`src/rtl/comptest_scan_sequencer.sv`:
```
// Comparator scan sequencer: walks strips, pulses the injector, checks
// captured halfstrips against the one-hot expectation, reports per strip.
module comptest_scan_sequencer #(
  parameter int NSTRIPS = 32,
  parameter int WINDOW  = 8,
  parameter int TIMEOUT = 255
) (
  input  logic               clock40,
  input  logic               reset,
  input  logic               start,
  input  logic               abort,
  input  logic [4:0]         first_strip,
  input  logic [4:0]         last_strip,
  input  logic [15:0]        pulses_per_strip,
  input  logic [7:0]         settle_cycles,
  output logic [4:0]         mux_sel,
  output logic               mux_load,
  output logic               fire_pulse,
  input  logic               pulser_ready,
  input  logic [NSTRIPS-1:0] halfstrips,
  output logic               result_valid,
  input  logic               result_ready,
  output logic [4:0]         result_strip,
  output logic [15:0]        result_hits,
  output logic [15:0]        result_errs,
  output logic               busy,
  output logic               done,
  output logic               timeout_err
);

  typedef enum logic [3:0] {
    S_IDLE, S_SETMUX, S_SETTLE, S_FIRE, S_WAITACK,
    S_WINDOW, S_TALLY, S_REPORT, S_DONE
  } state_t;

  state_t             state;
  logic [4:0]         last_q;
  logic [15:0]        pps_q;
  logic [7:0]         settle_q;
  logic [15:0]        cnt;
  logic [15:0]        pcnt;
  logic [15:0]        hits;
  logic [15:0]        errs;
  logic [NSTRIPS-1:0] capture;
  logic [NSTRIPS-1:0] expect_pat;
  logic               saw_low;
  logic               skip_chk;

  function automatic logic [15:0] sat_inc(input logic [15:0] v);
    return (v == 16'hFFFF) ? v : v + 16'd1;
  endfunction

  assign expect_pat   = {{(NSTRIPS-1){1'b0}}, 1'b1} << mux_sel;
  assign busy         = (state != S_IDLE);
  assign result_strip = mux_sel;
  assign result_hits  = hits;
  assign result_errs  = errs;

  always_ff @(posedge clock40 or posedge reset) begin
    if (reset) begin
      state        <= S_IDLE;
      last_q       <= '0;
      pps_q        <= '0;
      settle_q     <= '0;
      cnt          <= '0;
      pcnt         <= '0;
      hits         <= '0;
      errs         <= '0;
      capture      <= '0;
      saw_low      <= 1'b0;
      skip_chk     <= 1'b0;
      mux_sel      <= '0;
      mux_load     <= 1'b0;
      fire_pulse   <= 1'b0;
      result_valid <= 1'b0;
      done         <= 1'b0;
      timeout_err  <= 1'b0;
    end else begin
      mux_load   <= 1'b0;
      fire_pulse <= 1'b0;
      done       <= 1'b0;
      if (abort) begin
        state        <= S_IDLE;
        result_valid <= 1'b0;
      end else begin
        unique case (state)
          S_IDLE: begin
            if (start) begin
              timeout_err <= 1'b0;
              last_q      <= last_strip;
              pps_q       <= (pulses_per_strip == 16'd0) ? 16'd1
                                                         : pulses_per_strip;
              settle_q    <= settle_cycles;
              mux_sel     <= first_strip;
              if (first_strip > last_strip) begin
                state <= S_DONE;
                done  <= 1'b1;
              end else begin
                state    <= S_SETMUX;
                mux_load <= 1'b1;
              end
            end
          end
          S_SETMUX: begin
            hits  <= '0;
            errs  <= '0;
            pcnt  <= '0;
            cnt   <= 16'd1;
            state <= (settle_q == 8'd0) ? S_FIRE : S_SETTLE;
          end
          S_SETTLE: begin
            if (cnt == {8'd0, settle_q}) state <= S_FIRE;
            else cnt <= cnt + 16'd1;
          end
          S_FIRE: begin
            if (pulser_ready) begin
              fire_pulse <= 1'b1;
              cnt        <= '0;
              saw_low    <= 1'b0;
              state      <= S_WAITACK;
            end
          end
          S_WAITACK: begin
            if (saw_low && pulser_ready) begin
              capture  <= '0;
              cnt      <= '0;
              skip_chk <= 1'b0;
              state    <= S_WINDOW;
            end else if (cnt == 16'(TIMEOUT - 1)) begin
              // No acknowledge: count an error and skip the hit check
              timeout_err <= 1'b1;
              errs        <= sat_inc(errs);
              skip_chk    <= 1'b1;
              state       <= S_TALLY;
            end else begin
              cnt <= cnt + 16'd1;
              if (!pulser_ready) saw_low <= 1'b1;
            end
          end
          S_WINDOW: begin
            capture <= capture | halfstrips;
            if (cnt == 16'(WINDOW - 1)) state <= S_TALLY;
            else cnt <= cnt + 16'd1;
          end
          S_TALLY: begin
            if (!skip_chk) begin
              if (capture[mux_sel]) hits <= sat_inc(hits);
              if (capture != expect_pat) errs <= sat_inc(errs);
            end
            pcnt <= pcnt + 16'd1;
            if (pcnt == pps_q - 16'd1) begin
              result_valid <= 1'b1;
              state        <= S_REPORT;
            end else begin
              state <= S_FIRE;
            end
          end
          S_REPORT: begin
            if (result_ready) begin
              result_valid <= 1'b0;
              if (mux_sel == last_q) begin
                done  <= 1'b1;
                state <= S_DONE;
              end else begin
                mux_sel  <= mux_sel + 5'd1;
                mux_load <= 1'b1;
                state    <= S_SETMUX;
              end
            end
          end
          S_DONE: state <= S_IDLE;
          default: state <= S_IDLE;
        endcase
      end
    end
  end

endmodule

```
`config.mk`:
```
export PLATFORM = sky130hd
export DESIGN_NAME = comptest_scan_sequencer
export DESIGN_NICKNAME = d
export VERILOG_FILES = /design/src/rtl/comptest_scan_sequencer.sv
export SDC_FILE = /design/constraint.sdc
export NUM_CORES = 1
export LEC_CHECK = 0
export ABC_CLOCK_PERIOD_IN_PS = 16300
export CAP_MARGIN = 20
export CORE_UTILIZATION = 35
export DETAILED_ROUTE_END_ITERATION = 10
export PLACE_DENSITY_LB_ADDON = 0.3
export SLEW_MARGIN = 10
export SYNTH_ARGS = -nofsm -noshare
export SYNTH_HDL_FRONTEND = slang
export SYNTH_SLANG_ARGS = --single-unit
```
`constraint.sdc`:
```
create_clock -name clock40 -period 16.3 [get_ports clock40]
set_input_delay 4.89 -clock clock40 [delete_from_list [all_inputs] [get_ports clock40]]
set_output_delay 4.89 -clock clock40 [all_outputs]
set_load 0.02 [all_outputs]
```
==> run summary, run 1 <==
Max incr delay on CP - 0.95 ns
Uppermost layer routed - met4
Cts hold-fix bufs - 0
Pleak - 4.32 nW
Die span in x - 160 µm
Status - completed
Commonest non-fill, non-tap cell in the layout - dfrtp_1
Metal2 WL - 10.6 mm
Main synth FF type - dfrtp_1
Routed len/inst - 16.5 µm
Root Buffer - clkbuf_16
Layout cell share with drive strength beyond 1 - 0.105
Clock Pin Slew Worst Setup and Hold Paths - 0.06 ns
Post-route DRC - 0
Critical path class - in2reg
First-pass GRT wire length - 38.1 mm
# rows - 57
Core area - 0.0245 mm²
CP Data Required Time - 16.56 ns
Yosys cell types - 77
Overall Global Routing Usage - 0.182
Die area - 0.0257 mm²
Initial antenna violation count - 0
H-Tree Depth - 4
Min Hold Slack - 0.500 ns
Post-synth EDFFs - 0
Vias - 7550
Final hold violation count - 0
Part of the cycle the worst path needs - 0.472
Routed wire length - 22.9 mm
Setup TNS - 0 ns
RSZ-0062 raised after global routing - false
FF+latch count, synth - 141
Cts bufs inserted - 17
Worst Tran Pin Value - 1.04 ns
Area growth from synthesis to layout - 22.5%
HPWL after DPL - 16.4 mm
CTS tree - built
Critical Path Source Type - input pin
Starting density of the core - 0.359
Worst VDD drop - 0.0820 mV
Final Setup Violations - 0
Overall Power - 0.00156 W
GRT overflow - 0
Tmin final - 7.70 ns
R2R setup slack - 12.42 ns
Slowest cell on crit path - a2111oi_4
Port-buffer cells - 119
Clock sink count - 141
Detail Route Antenna Nets - 0
Post-CTS setup buffer count - 0
Via count of the first global-routing pass - 7323
Vias per Instance - 5.43
Placer Congestion - 0.872
Yosys warning count - 0
Seq/Total Area, Yosys - 0.402
IO Pins - 120
Die Ht - 160 µm
Worst-skew pair later-pin latency - 0.42 ns
# diodes - 0
Metal3 WL - 1.29 mm
Net Count, Synth - 1047
Peak fanout along the critical path - 28
Starting DRT DRC Count - 537
Skew final - 0.0137 ns
Hold WC Path Type - reg2reg
Syn Std Cell Area - 0.00878 mm²
Async SR Flop Fraction - 1.00
Largest net degree at the start of global routing - 92
Critical path arrival - 7.96 ns
Worst Setup End Kind - register
Pwr Density - 145 mW/mm²
Normalized max-slew margin - 0.304
Clock buffer depth - 2
Nets - 1143
CP Cell Sequence - clkdlybuf4s50_1 -> or2_2 -> a2111oi_4 -> and2_1 -> nor2_1
Cells after Synth - 958
Max-Cap Viols - 0
Pre-antenna DRT Iters - 5
Synthesized area per cell - 9.17 µm²
Max-slew violation count - 0
Fmax - 130 MHz
Most frequent cells in the layout - 141 x dfrtp_1, 119 x clkdlybuf4s50_1, 101 x nor2_1, 77 x o21ai_0, 65 x nand2_1
Cts repair resizes - 0
M1 WL - 10.7 mm
-- layer usage --
layer / vias to the layer above / track usage
met3: 22 / 0.0408
met5: - / 0
met1: 3664 / 0.249
met2: 184 / 0.287
met4: 0 / 0.0550
li1: 3680 / -
-- critical path: cells and delay by family --
family / cells / cell delay [ns]
compound gates: 1 / 0.95
buf+inv: 1 / 0.63
simple gates: 3 / 1.48
-- final timing paths --
path | startpoint | endpoint | cells after the start
worst max-delay path | abort | result_hits[12]$_DFFE_PP0P_ | 5
worst min-delay path | last_q[4]$_DFFE_PP0P_ | last_q[4]$_DFFE_PP0P_ | 2
worst max register to register | mux_sel[0]$_DFFE_PP0P_ | result_errs[10]$_DFFE_PP0P_ | 9
worst min register to register | last_q[4]$_DFFE_PP0P_ | last_q[4]$_DFFE_PP0P_ | 2
max in group asynchronous | reset | result_valid$_DFFE_PP0P_ | 3
min in group asynchronous | reset | result_hits[6]$_DFFE_PP0P_ | 2
-- state kept, by name (all words and copies together) (netlist names) --
signal / flops
cnt: 16
mux_sel: 5
fire_pulse: 1
pps_q: 16
result_hits: 16
settle_q: 8
done: 1
pcnt: 16
result_errs: 16
state: 4
timeout_err: 1
result_valid: 1
mux_load: 1
saw_low: 1
last_q: 5
skip_chk: 1
capture: 32
-- power by group --
part	switching, W	internal, W	total [W]
clock network	0.000157	0.000225	0.000382
registers	0.000143	0.000441	0.000584
logic	0.000312	0.000280	0.000592
-- cell families (layout without fill, tap and decap cells) --
| group | count (synthesis) | count (layout) | share of synthesized area |
|---|---|---|---|
| multiplexers | 44 | 44 | 0.0672 |
| adder cells (fa/ha/maj) | 17 | 17 | 0.0242 |
| buffers and inverters | 86 | 195 | 0.0460 |
| flip-flops | 141 | 141 | 0.402 |
| AND/OR/NAND/NOR | 380 | 380 | 0.234 |
| XOR/XNOR | 63 | 63 | 0.0628 |
| AO/OA/AOI/OAI | 227 | 227 | 0.165 |
-- cell type report --
class / count / area [µm²]
clock buffer: 18 / 429
clock inverter: 14 / 148
fill: 2382 / 13700
inverter: 36 / 140
multi-input combinational: 731 / 4860
sequential: 141 / 3530
tap: 324 / 405
timing repair buffer: 127 / 1250
-- cell usage after synthesis (5+ instances only) --
library cell	count	area, µm²
a2111oi_0	5	43.8
a21oi_1	63	315
a31oi_1	8	50.1
and2_1	7	43.8
and3_1	14	87.6
buf_2	15	75.1
buf_4	6	45.0
buf_6	5	56.3
clkbuf_1	21	78.8
dfrtp_1	141	3530
ha_1	17	213
inv_1	35	131
mux2_2	30	338
mux2i_1	5	50.1
mux4_2	9	203
nand2_1	65	244
nand2b_1	9	56.3
nand3_1	48	240
nand3b_1	8	60.1
nand4_1	16	100
nor2_1	102	383
nor2b_1	17	106
nor3_1	23	115
nor3b_1	5	37.5
nor4_1	15	93.8
o21ai_0	77	385
o31ai_1	23	173
o41ai_1	7	61.3
or2_2	8	50.1
or4_1	7	52.6
xnor2_1	25	219
xor2_1	38	333
-- metrics by stage --
stage / cells / setup slack, ns / instance area [µm²] / util
CTS: 1390 / 8.59 / 10800 / 0.440
floorplan: 958 / 7.63 / 8780 / -
detailed placement: 1358 / 8.11 / 10200 / 0.416
global placement: 1358 / 8.24 / 10200 / 0.416
finish: 1391 / 8.60 / 10800 / 0.440
global route: 1391 / 8.36 / 10800 / 0.440
Power figures use the tool's default switching activity.
==> inputs of run 2 (changes only) <==
--- a/config.mk
+++ b/config.mk
@@ -5,7 +5,7 @@
 export SDC_FILE = /design/constraint.sdc
 export NUM_CORES = 1
 export LEC_CHECK = 0
-export ABC_CLOCK_PERIOD_IN_PS = 16300
+export ABC_CLOCK_PERIOD_IN_PS = 7480
 export CAP_MARGIN = 20
 export CORE_UTILIZATION = 35
 export DETAILED_ROUTE_END_ITERATION = 10
==> constraint.sdc (replaced) <==
create_clock -name clock40 -period 7.48 [get_ports clock40]
set_input_delay 2.244 -clock clock40 [delete_from_list [all_inputs] [get_ports clock40]]
set_output_delay 2.244 -clock clock40 [all_outputs]
set_load 0.02 [all_outputs]
==> run summary, run 2 (same netlist as run 1, synthesis figures left out) <==
Fmax - 197 MHz
Port-buffer cells - 119 (unchanged)
Worst-skew pair later-pin latency - 0.43 ns (about the same)
Clock Power Share - 0.273 (+0.028)
Die Ht - 160 µm (unchanged)
CTS tree - built
Initial antenna violation count - 0 (unchanged)
Setup TNS - 0 ns (unchanged)
Max incr delay on CP - 0.98 ns (+0.03 ns)
Slowest cell on crit path - a2111oi_4
CP Data Required Time - 7.75 ns (-8.81 ns)
Area of the multi-input gates - 0.00486 mm² (unchanged)
Comb pwr share - 0.365 (-0.015)
Int Power - 0.00220 W (+130%)
Critical path arrival - 5.34 ns (-2.62 ns)
Starting density of the core - 0.359 (unchanged)
Commonest non-fill, non-tap cell in the layout - dfrtp_1
Clock Pin Slew Worst Setup and Hold Paths - 0.06 ns (about the same)
Cts bufs inserted - 17 (unchanged)
Pleak - 4.36 nW (+0.92%)
Max-slew violation count - 0 (unchanged)
GRT overflow - 0 (unchanged)
Die area - 0.0257 mm² (unchanged)
Hold Crit Depth - 2 (unchanged)
Routed len/inst - 16.5 µm (about the same)
Max FFs per register - 32 (unchanged)
Peak fanout along the critical path - 28 (unchanged)
Skew final - 0.0174 ns (+0.00363 ns)
Worst r2r path cells - 9 (unchanged)
Pre-CTS WS - 1.96 ns (-6.15 ns)
Normalized max-slew margin - 0.277 (-0.0264)
Overall Global Routing Usage - 0.182 (about the same)
Max-Cap Viols - 0 (unchanged)
Sw frac - 0.374 (-0.0184)
R2R setup slack - 3.60 ns (-8.82 ns)
Net load switching power - 0.00132 W (+120%)
M1 WL - 10.7 mm (-0.11%)
First-pass GRT wire length - 37.9 mm (-0.69%)
Most flops, register - capture
Root Buffer - clkbuf_16
Worst Tran Pin Value - 1.08 ns (+0.0397 ns)
Metal2 WL - 10.9 mm (+2.6%)
Metal3 WL - 1.17 mm (-9.6%)
Register Area - 0.00353 mm² (unchanged)
Die span in x - 160 µm (unchanged)
Critical Path Source Type - input pin
Starting DRT DRC Count - 482 (-10%)
Post-Route Utilization - 0.443 (+0.00358)
H-Tree Depth - 4 (unchanged)
HPWL after DPL - 16.4 mm (+0.31%)
Worst Setup End Kind - register
Critical path class - in2reg
Routed wire length - 22.9 mm (about the same)
Largest net degree at the start of global routing - 92 (unchanged)
Cts repair resizes - 0 (unchanged)
Pwr Density - 324 mW/mm² (+120%)
Part of the cycle the worst path needs - 0.678
Vias per Instance - 5.43 (about the same)
RSZ-0062 raised after global routing - false
Slack of the critical path - 2.41 ns (-6.19 ns)
# rows - 57 (unchanged)
Clock sink count - 141 (unchanged)
Filler instances - 2352 (-1.3%)
# diodes - 0 (unchanged)
Post-CTS setup buffer count - 0 (unchanged)
Final Setup Violations - 0 (unchanged)
Final hold violation count - 0 (unchanged)
IO Pins - 120 (unchanged)
Uppermost layer routed - met4
Area growth from synthesis to layout - 23.5%
Most frequent cells in the layout - 141 x dfrtp_1, 119 x clkdlybuf4s50_1, 101 x nor2_1, 77 x o21ai_0, 65 x nand2_1
Status - completed
Layout cell share with drive strength beyond 1 - 0.103 (-0.00178)
Core area - 0.0245 mm² (unchanged)
Nets - 1143 (unchanged)
CP Cell Sequence - clkdlybuf4s50_1 -> or2_2 -> a2111oi_4 -> and2_1 -> nor2_1
Hold WC Path Type - reg2reg
Vias - 7550 (unchanged)
Via count of the first global-routing pass - 7283 (-0.55%)
Detail Route Antenna Nets - 0 (unchanged)
Cts hold-fix bufs - 0 (unchanged)
Pre-antenna DRT Iters - 5 (unchanged)
Sequential Power Share - 0.362 (-0.013)
Worst VDD drop - 0.190 mV (+130%)
Clock buffer depth - 2 (unchanged)
Tmin final - 5.07 ns
Post-route DRC - 0 (unchanged)
Placer Congestion - 0.874 (+0.28%)
-- run 2: cell count changes in the layout (fill, tap and decap cells not counted) --
cell / change
clkbuf_8: +1
clkinv_2: -2
clkbuf_4: +1
clkbuf_1: +1
bufinv_16: +4
buf_2: -1
clkinv_4: -4
clkinvlp_4: -1
-- run 2: layer usage --
layer  GRT usage  vias up
met4      0.0424        0
met1       0.247     3703
li1            -     3669
met2       0.292      164
met3      0.0455       14
met5           0        -
-- run 2: path summary, 6_finish.rpt --
path | end | start
hold reg to reg | last_q[4]$_DFFE_PP0P_ | last_q[4]$_DFFE_PP0P_
hold / removal | last_q[4]$_DFFE_PP0P_ | last_q[4]$_DFFE_PP0P_
min in group asynchronous | result_hits[6]$_DFFE_PP0P_ | reset
setup reg to reg | result_errs[15]$_DFFE_PP0P_ | mux_sel[0]$_DFFE_PP0P_
setup / recovery | result_hits[12]$_DFFE_PP0P_ | abort
max in group asynchronous | pcnt[3]$_DFFE_PP0P_ | reset
-- run 2: critical path: cells and delay by family --
kind	cells	cell delay, ns
AO/OA/AOI/OAI	1	0.98
buffers and inverters	1	0.62
AND/OR/NAND/NOR	3	1.47
-- run 2: layout make-up --
class,count,share of cell area
multi-input cells,731,0.448
flip-flops and latches,141,0.325
repair buffers,127,0.115
clock buffers,20,0.0412
well taps,324,0.0374
clock inverters,11,0.0198
inverters,36,0.0129
-- run 2: stage by stage --
stage                     hold WS (ns)  instance area, µm²  instances  power (W)
final                            0.502               10800       1390    0.00352
after global routing             0.529               10800       1390    0.00374
after CTS                        0.503               10800       1389    0.00354
after detailed placement         0.490               10200       1358    0.00256
after global placement           0.482               10200       1358    0.00255
after floorplan                  0.469                8780        958    0.00220
-- run 2: power by group through the flow --
stage / clock network, W / logic, W / registers [W]
finish: 0.000960 / 0.00128 / 0.00127
global route: 0.00101 / 0.00142 / 0.00131
CTS: 0.000978 / 0.00129 / 0.00127
detailed placement: 0 / 0.00128 / 0.00128
global placement: 0 / 0.00127 / 0.00128
floorplan: 0 / 0.00104 / 0.00116
